**src/rtl/inst_fetch.sv**
```systemverilog
// Instruction fetch: reads four bytes from an 8-bit synchronous RAM and assembles one
// little-endian 32-bit instruction, with stall (rdy_in), flush and output backpressure.
module inst_fetch #(
  parameter int ADDR_W = 32,
  parameter int INST_W = 32
) (
  input  logic              clk_in,
  input  logic              rst_in,
  input  logic              rdy_in,
  input  logic [ADDR_W-1:0] pc_in,
  input  logic              pc_valid_in,
  output logic              pc_ready_out,
  input  logic              flush_in,
  output logic [ADDR_W-1:0] mem_a_out,
  output logic              mem_rd_out,
  input  logic [7:0]        mem_din_in,
  output logic [INST_W-1:0] inst_out,
  output logic [ADDR_W-1:0] inst_pc_out,
  output logic              inst_valid_out,
  input  logic              inst_ready_in,
  output logic [1:0]        state_dbg_out
);

  // Handshakes: a transfer happens on a rising edge where valid and ready are both 1
  // and rdy_in is 1; flush_in (with rdy_in) overrides both pc and instruction transfers.
  typedef enum logic [1:0] {IDLE, ISSUE, DRAIN, HOLD} state_e;

  state_e              state_q, state_d;
  logic [1:0]          cnt_q, cnt_d;
  logic [ADDR_W-1:0]   mem_a_q, mem_a_d;
  logic                mem_rd_q, mem_rd_d;
  logic [INST_W-1:0]   inst_q, inst_d;
  logic [ADDR_W-1:0]   pc_q, pc_d;
  logic                valid_q, valid_d;
  logic [1:0]          lane;

  assign pc_ready_out   = (state_q == IDLE) && rdy_in && !flush_in;
  assign mem_rd_out     = mem_rd_q && rdy_in;
  assign mem_a_out      = mem_a_q;
  assign inst_out       = inst_q;
  assign inst_pc_out    = pc_q;
  assign inst_valid_out = valid_q;
  assign state_dbg_out  = state_q;

  // Data on mem_din_in belongs to the address issued one active cycle earlier.
  assign lane = cnt_q - 2'd1;

  always_comb begin
    state_d  = state_q;
    cnt_d    = cnt_q;
    mem_a_d  = mem_a_q;
    mem_rd_d = mem_rd_q;
    inst_d   = inst_q;
    pc_d     = pc_q;
    valid_d  = valid_q;
    if (rdy_in) begin
      if (flush_in) begin
        state_d  = IDLE;
        cnt_d    = 2'd0;
        mem_rd_d = 1'b0;
        valid_d  = 1'b0;
        inst_d   = '0;
      end else begin
        case (state_q)
          IDLE: begin
            if (pc_valid_in) begin
              state_d  = ISSUE;
              cnt_d    = 2'd0;
              mem_a_d  = pc_in;
              mem_rd_d = 1'b1;
              inst_d   = '0;
              pc_d     = pc_in;
            end
          end
          ISSUE: begin
            if (cnt_q != 2'd0) inst_d[{lane, 3'b000} +: 8] = mem_din_in;
            if (cnt_q == 2'd3) begin
              state_d  = DRAIN;
              mem_rd_d = 1'b0;
            end else begin
              mem_a_d = mem_a_q + ADDR_W'(1);
              cnt_d   = cnt_q + 2'd1;
            end
          end
          DRAIN: begin
            inst_d[INST_W-1 -: 8] = mem_din_in;
            state_d = HOLD;
            valid_d = 1'b1;
            cnt_d   = 2'd0;
          end
          HOLD: begin
            if (inst_ready_in) begin
              state_d = IDLE;
              valid_d = 1'b0;
            end
          end
          default: state_d = IDLE;
        endcase
      end
    end
  end

  always_ff @(posedge clk_in or negedge rst_in) begin
    if (!rst_in) begin
      state_q  <= IDLE;
      cnt_q    <= 2'd0;
      mem_a_q  <= '0;
      mem_rd_q <= 1'b0;
      inst_q   <= '0;
      pc_q     <= '0;
      valid_q  <= 1'b0;
    end else begin
      state_q  <= state_d;
      cnt_q    <= cnt_d;
      mem_a_q  <= mem_a_d;
      mem_rd_q <= mem_rd_d;
      inst_q   <= inst_d;
      pc_q     <= pc_d;
      valid_q  <= valid_d;
    end
  end

endmodule

```
**config.mk**
```make
export PLATFORM = sky130hd
export DESIGN_NAME = inst_fetch
export DESIGN_NICKNAME = d
export VERILOG_FILES = /design/src/rtl/inst_fetch.sv
export SDC_FILE = /design/constraint.sdc
export NUM_CORES = 1
export LEC_CHECK = 0
export ABC_AREA = 1
export BUFFER_PORTS_ARGS = -buffer_cell sky130_fd_sc_hd__buf_2
export CORE_ASPECT_RATIO = 0.6
export CORE_MARGIN = 2
export CORE_UTILIZATION = 45
export CTS_CLUSTER_SIZE = 30
export DETAILED_ROUTE_END_ITERATION = 12
export GPL_ROUTABILITY_DRIVEN = 1
export PLACE_DENSITY = 0.75
export SLEW_MARGIN = 0
export SYNTH_ARGS = -nofsm -noshare
export SYNTH_HDL_FRONTEND = slang
export SYNTH_SLANG_ARGS = --single-unit
```
**constraint.sdc**
```tcl
create_clock -name clk_in -period 1.6 [get_ports clk_in]
set_input_delay 0.24 -clock clk_in [delete_from_list [all_inputs] [get_ports clk_in]]
set_output_delay 0.24 -clock clk_in [all_outputs]
set_load 0.01 [all_outputs]
```
Word level (Yosys, flattened, before mapping). Index checks and enable logic that the tools add are counted.

Register bits: 102. Input port bits: 46. Output and inout bits: 101.

$add $sub $neg: 4. Equality and inequality tests: 11. Shifts and indexed selects: 2. Muxes and demuxes: 25. Bitwise gates (word level): 1. Reduce and logical (&&, ||, !) cells: 18.

Operators with widths (count): $mux W32 (5); $pmux W32 S2 (1); $pmux W24 S2 (1); $add A32 B1 Y32 const B (1); $bwmux W32 (1); $shift A8 B7 Y32 const A (1); $shiftx A8 B7 Y32 (1); $pmux W8 S3 (1); $reduce_and A4 Y1 (6); $ne A3 B3 Y1 const B (5); $mux W2 (7); $pmux W2 S4 (1); $neg A5 Y7 (1); $eq A2 B2 Y1 const B (3); $pmux W2 S3 (1); $reduce_bool A3 Y1 (2); $mux W1 (5); $reduce_and A5 Y1 (1); $ne A2 B2 Y1 const B (2); $pmux W1 S2 (2); $reduce_bool A2 Y1 (2); $reduce_bool A4 Y1 (1); $logic_and A1 B1 Y1 (3); $reduce_and A3 Y1 (1); other kinds (6) (6).

Logic depth before layout (Yosys ltp).
Depth after elaboration: 7. Depth in mapped cells: 13.

Worst setup path before layout. No wires, ideal clock.

Kind: register to register. From: register state_q[0] (netlist: state_dbg_out[0]). To: register pc_q[0] (netlist: inst_pc_out[0]). Library setup time: 0.125 ns. Arrival time: 1.636 ns. Required time: 1.475 ns. Setup slack: -0.162 ns. Cell stages (with the launch flop): 8. Buffers on the path: 1. Period minus slack after synthesis: 1.762 ns. Cells stage by stage: dfrtp_1 > inv_1 > ha_1 > inv_1 > nor3_4 > nand2_2 > buf_6 > mux2_4.

Longest elaborated chain between the ends: 2.

RTL lines: start: declaration (RTL line 28) `state_e state_q, state_d;`; start signal: assignment (RTL line 113) `state_q <= state_d;`; $logic_not A2 Y1 (RTL line 64) `case (state_q)`; $reduce_and A4 Y1 (no line); end signal: assignment (RTL line 118) `pc_q <= pc_d;`; end: declaration (RTL line 33) `logic [ADDR_W-1:0] pc_q, pc_d;`.

Every way passes these cells. A chain may end at the register's enable or synchronous reset.

Final worst setup path.
From: register cnt_q[0]. To: register mem_a_q[3] (netlist: mem_a_out[3]).

Longest elaborated chain between the ends: 3.

RTL lines: start: declaration (RTL line 29) `logic [1:0] cnt_q, cnt_d;`; start signal: assignment (RTL line 114) `cnt_q <= cnt_d;`; $eq A2 B2 Y1 (RTL line 77) `if (cnt_q == 2'd3) begin`; $ne A2 B2 Y1 (no line); $reduce_and A5 Y1 (no line); end signal: assignment (RTL line 115) `mem_a_q <= mem_a_d;`; end: declaration (RTL line 30) `logic [ADDR_W-1:0] mem_a_q, mem_a_d;`.

Every way passes these cells.

==> results by group <==
Hold path
  – Depth of the worst hold-timing path: 3
  – Hold_sp: pc_in[1]
  – Tightest Hold Check Type: in2reg
  – End point of the worst hold path: inst_pc_out[1]

Synth
  – Count of yosys warnings during synthesis: 0
  – Number of distinct library cells after synthesis: 37
  – Portion of the post-synthesis area used by sequential elements: 43.7%
  – Dominant synthesized flop cell: sky130_fd_sc_hd__dfrtp_1
  – Count of flip-flops with a built-in enable after synthesis: 0
  – Cells taking the most area after synthesis: sky130_fd_sc_hd__dfrtp_1 (44%), sky130_fd_sc_hd__nand2_1 (16%), sky130_fd_sc_hd__inv_1 (5.5%), sky130_fd_sc_hd__nand3_1 (4.6%), sky130_fd_sc_hd__o21ai_0 (4.0%)
  – Number of synthesized register bits: 102
  – Cell type contributing the most total cell area after synthesis: sky130_fd_sc_hd__dfrtp_1
  – Instance count of the mapped netlist: 764
  – Mean instance size in the synthesized netlist: 7.64 µm²
  – Area share of the largest cell type after synthesis: 43.7%
  – Post-Synthesis Cell Area: 0.00584 mm²
  – Proportion of synthesized flip-flops having asynchronous set or reset: 100%
  – Synth Net Count: 820

Power and ir drop
  – Pwr/cell area: 1680 mW/mm²
  – Net Switching: 5830 µW
  – Leakage component of the power: 0.00429 µW
  – Power consumption: 13900 µW
  – Register share of total power: 31.6%
  – Share of power burned in the clock network: 18.3%
  – Switching share of power: 42.0%
  – Peak supply drop: 0.918 mV
  – Cell internal pwr: 8050 µW
  – Logic pwr share: 50.0%

Die
  – Floorplan die area: 0.0139 mm²
  – Width of the die: 151 µm
  – Top Ports: 147
  – Height of the die: 92.2 µm
  – Floorplan core area: 0.0127 mm²
  – # rows: 32
  – Initial core utilization: 45.8%

Worst setup path
  – Crit Path Class: reg2reg
  – Reg-to-reg startpoint: cnt_q[0]
  – Endpoint type of the worst setup path: flip-flop
  – Endpoint of the worst-slack reg-to-reg timing path: mem_a_out[3]
  – Worst reg-to-reg setup slack: -0.13 ns
  – Crit path DAT: 1.96 ns
  – Worst-path maximum fanout: 7
  – Number of cells on the worst reg-to-reg path: 9
  – CP startpoint kind: flip-flop
  – Endpoint required time on the critical path: 1.83 ns

Global route
  – Overall routing resource usage: 26.3%
  – Wire length of the first global-routing pass: 28.5 mm
  – Overflow left after global routing: 0
  – Vias in the first global route: 5528
  – Pin count of the biggest net entering global routing: 43
  – Initial antenna violation count: 0

Placed design
  – Total of buffers placed on input and output ports: 146
  – Global placer's final weighted congestion: 0.984
  – DP HPWL: 13.3 mm
  – Pre-CTS setup slack: -0.0836 ns

STA
  – Number of failing hold endpoints at the final stage: 0
  – Clock period minus final worst setup slack: 1.73 ns
  – Max Freq: 579 MHz
  – Final setup vio count: 76
  – Slew HR: 68.6%
  – Transition time of the tightest slew-check pin: 0.467 ns
  – Final Skew: 0.00724 ns
  – Worst-case setup margin in the final layout: -0.127 ns
  – Final Cycle Share: 108%
  – Worst hold margin: 0.140 ns
  – Final Max Slew Viols: 0
  – Setup repair after global routing missed its margin: yes

Finish
  – Signed area change from the synthesized netlist to the final layout: 41.7%
  – Highest-count cells in the layout ignoring fill and taps: sky130_fd_sc_hd__nand2_1 (226), sky130_fd_sc_hd__buf_2 (144), sky130_fd_sc_hd__dfrtp_1 (99), sky130_fd_sc_hd__inv_1 (79), sky130_fd_sc_hd__buf_4 (66)
  – Fraction of final layout cells with drive strength greater than 1: 39.5%
  – Most common cell after layout, fill and taps aside: sky130_fd_sc_hd__nand2_1
  – Antenna diodes: 0
  – Final nets: 1044

Status
  – Violated checks: negative setup slack
  – Result of the run: finished, violations left

Detailed routing
  – Number of DRC markers after the initial detailed-route iteration: 490
  – Remaining DRCs: 0
  – Drt pass-1 iters: 5
  – Vias post-DR: 6007
  – Post-detailed-route via-to-cell ratio: 5.17
  – Wire per inst: 16.2 µm
  – Antenna violation net count after detailed routing: 0
  – Final Routed Wirelength: 18.9 mm

Clock network
  – CTS tree: built
  – Root buffer cell: sky130_fd_sc_hd__clkbuf_16
  – Maximum root-to-sink buffer count: 2
  – Maximum level of the CTS H-tree: 3
  – CTS Sinks: 102
  – Number of buffers inserted during clock tree synthesis: 9
  – Register clock-pin slew on the reported worst setup and hold paths: 0.07 ns
  – Latest clock arrival within the worst-skew pair: 0.35 ns

Flow run
  – Number of max-capacitance violations reported: 0
[per-layer routing]
layer / track usage, % / wire length (µm)
met4: 5.45 / 170
met5: 0 / 0
met1: 42.0 / 9050
met3: 5.67 / 1760
met2: 35.8 / 7880
[sequential cells by signal (all words and copies together) (netlist names)]
signal	flops
cnt_q	2
inst_out	32
inst_pc_out	32
inst_valid_out	1
mem_a_out	32
mem_rd_q	1
state_dbg_out	2
[power by group through the flow]
stage	Sequential, µW	Combinational, µW	Clock [µW]
finish	4390	6940	2550
global route	4500	7630	2710
CTS	4300	6300	2600
detailed placement	4320	5940	0
global placement	4300	5830	0
floorplan	4670	2950	0
[critical path, cell delays in order (launching register included)]
cell and delay (ns):
sky130_fd_sc_hd__dfrtp_1 0.43, sky130_fd_sc_hd__ha_1 0.27, sky130_fd_sc_hd__nand2_2 0.09, sky130_fd_sc_hd__inv_2 0.05, sky130_fd_sc_hd__nor2_4 0.10, sky130_fd_sc_hd__nand3_4 0.16, sky130_fd_sc_hd__buf_12 0.18, sky130_fd_sc_hd__buf_4 0.14
sky130_fd_sc_hd__a21oi_4 0.11, sky130_fd_sc_hd__a22oi_2 0.08
[repair_timing]
item	in CTS	in global routing
gates resized for setup	42	104
gates cloned	0	7
pin swaps	12	14
hold buffers	1	0
endpoints found under the setup margin	66	100
endpoints found under the hold margin	25	0
setup buffers	8	8
[stage by stage]
step                      std cells  utilization [%]  instance area, µm²  setup TNS (ns)
after floorplan                 764                -                5870         -0.0147
after global placement         1123             56.6                7210          -0.279
after detailed placement       1123             56.6                7210           -2.08
after CTS                      1148             61.2                7790           -1.06
after global routing           1163             64.9                8270          -10.88
final                          1163             64.9                8270           -4.47
[cell type report]
type | count | area (µm²)
fillers | 1085 | 4470
multi-input cells | 545 | 3140
flip-flops and latches | 102 | 2560
repair buffers | 233 | 1590
inverters | 94 | 385
clock buffers | 9 | 225
well taps | 170 | 213
clock inverters | 7 | 120
repair inverters | 3 | 41.3
[synth_stat cells (all sizes together), types with 2 or more instances]
cell	number
nand2	255
dfrtp	102
inv	94
nor2	74
o21ai	69
nand3	56
a21oi	31
mux2	15
buf	14
nand4	12
ha	10
clkbuf	9
nor3	9
o22ai	3
o22a	2
[how the worst max path moves through the flow]
stage	cells after the start	startpoint	to
after CTS	6	state_dbg_out[1]	pc_ready_out
after detailed placement	12	state_dbg_out[0]	mem_a_out[22]
after global routing	9	cnt_q[0]	mem_a_out[3]
after floorplan	10	state_dbg_out[1]	inst_out[14]
final	9	cnt_q[0]	mem_a_out[3]
after global placement	11	state_dbg_out[0]	mem_a_out[10]
[kinds of logic after synthesis]
| group | Yosys count | synth area share, % |
|---|---|---|
| buf+inv | 117 | 8.86 |
| flops | 102 | 43.7 |
| fa+ha+maj | 10 | 2.14 |
| simple gates | 409 | 30.6 |
| xor+xnor | 1 | 0.150 |
| mux | 15 | 3.86 |
| compound gates | 110 | 10.7 |
Power figures use the tool's default switching activity.
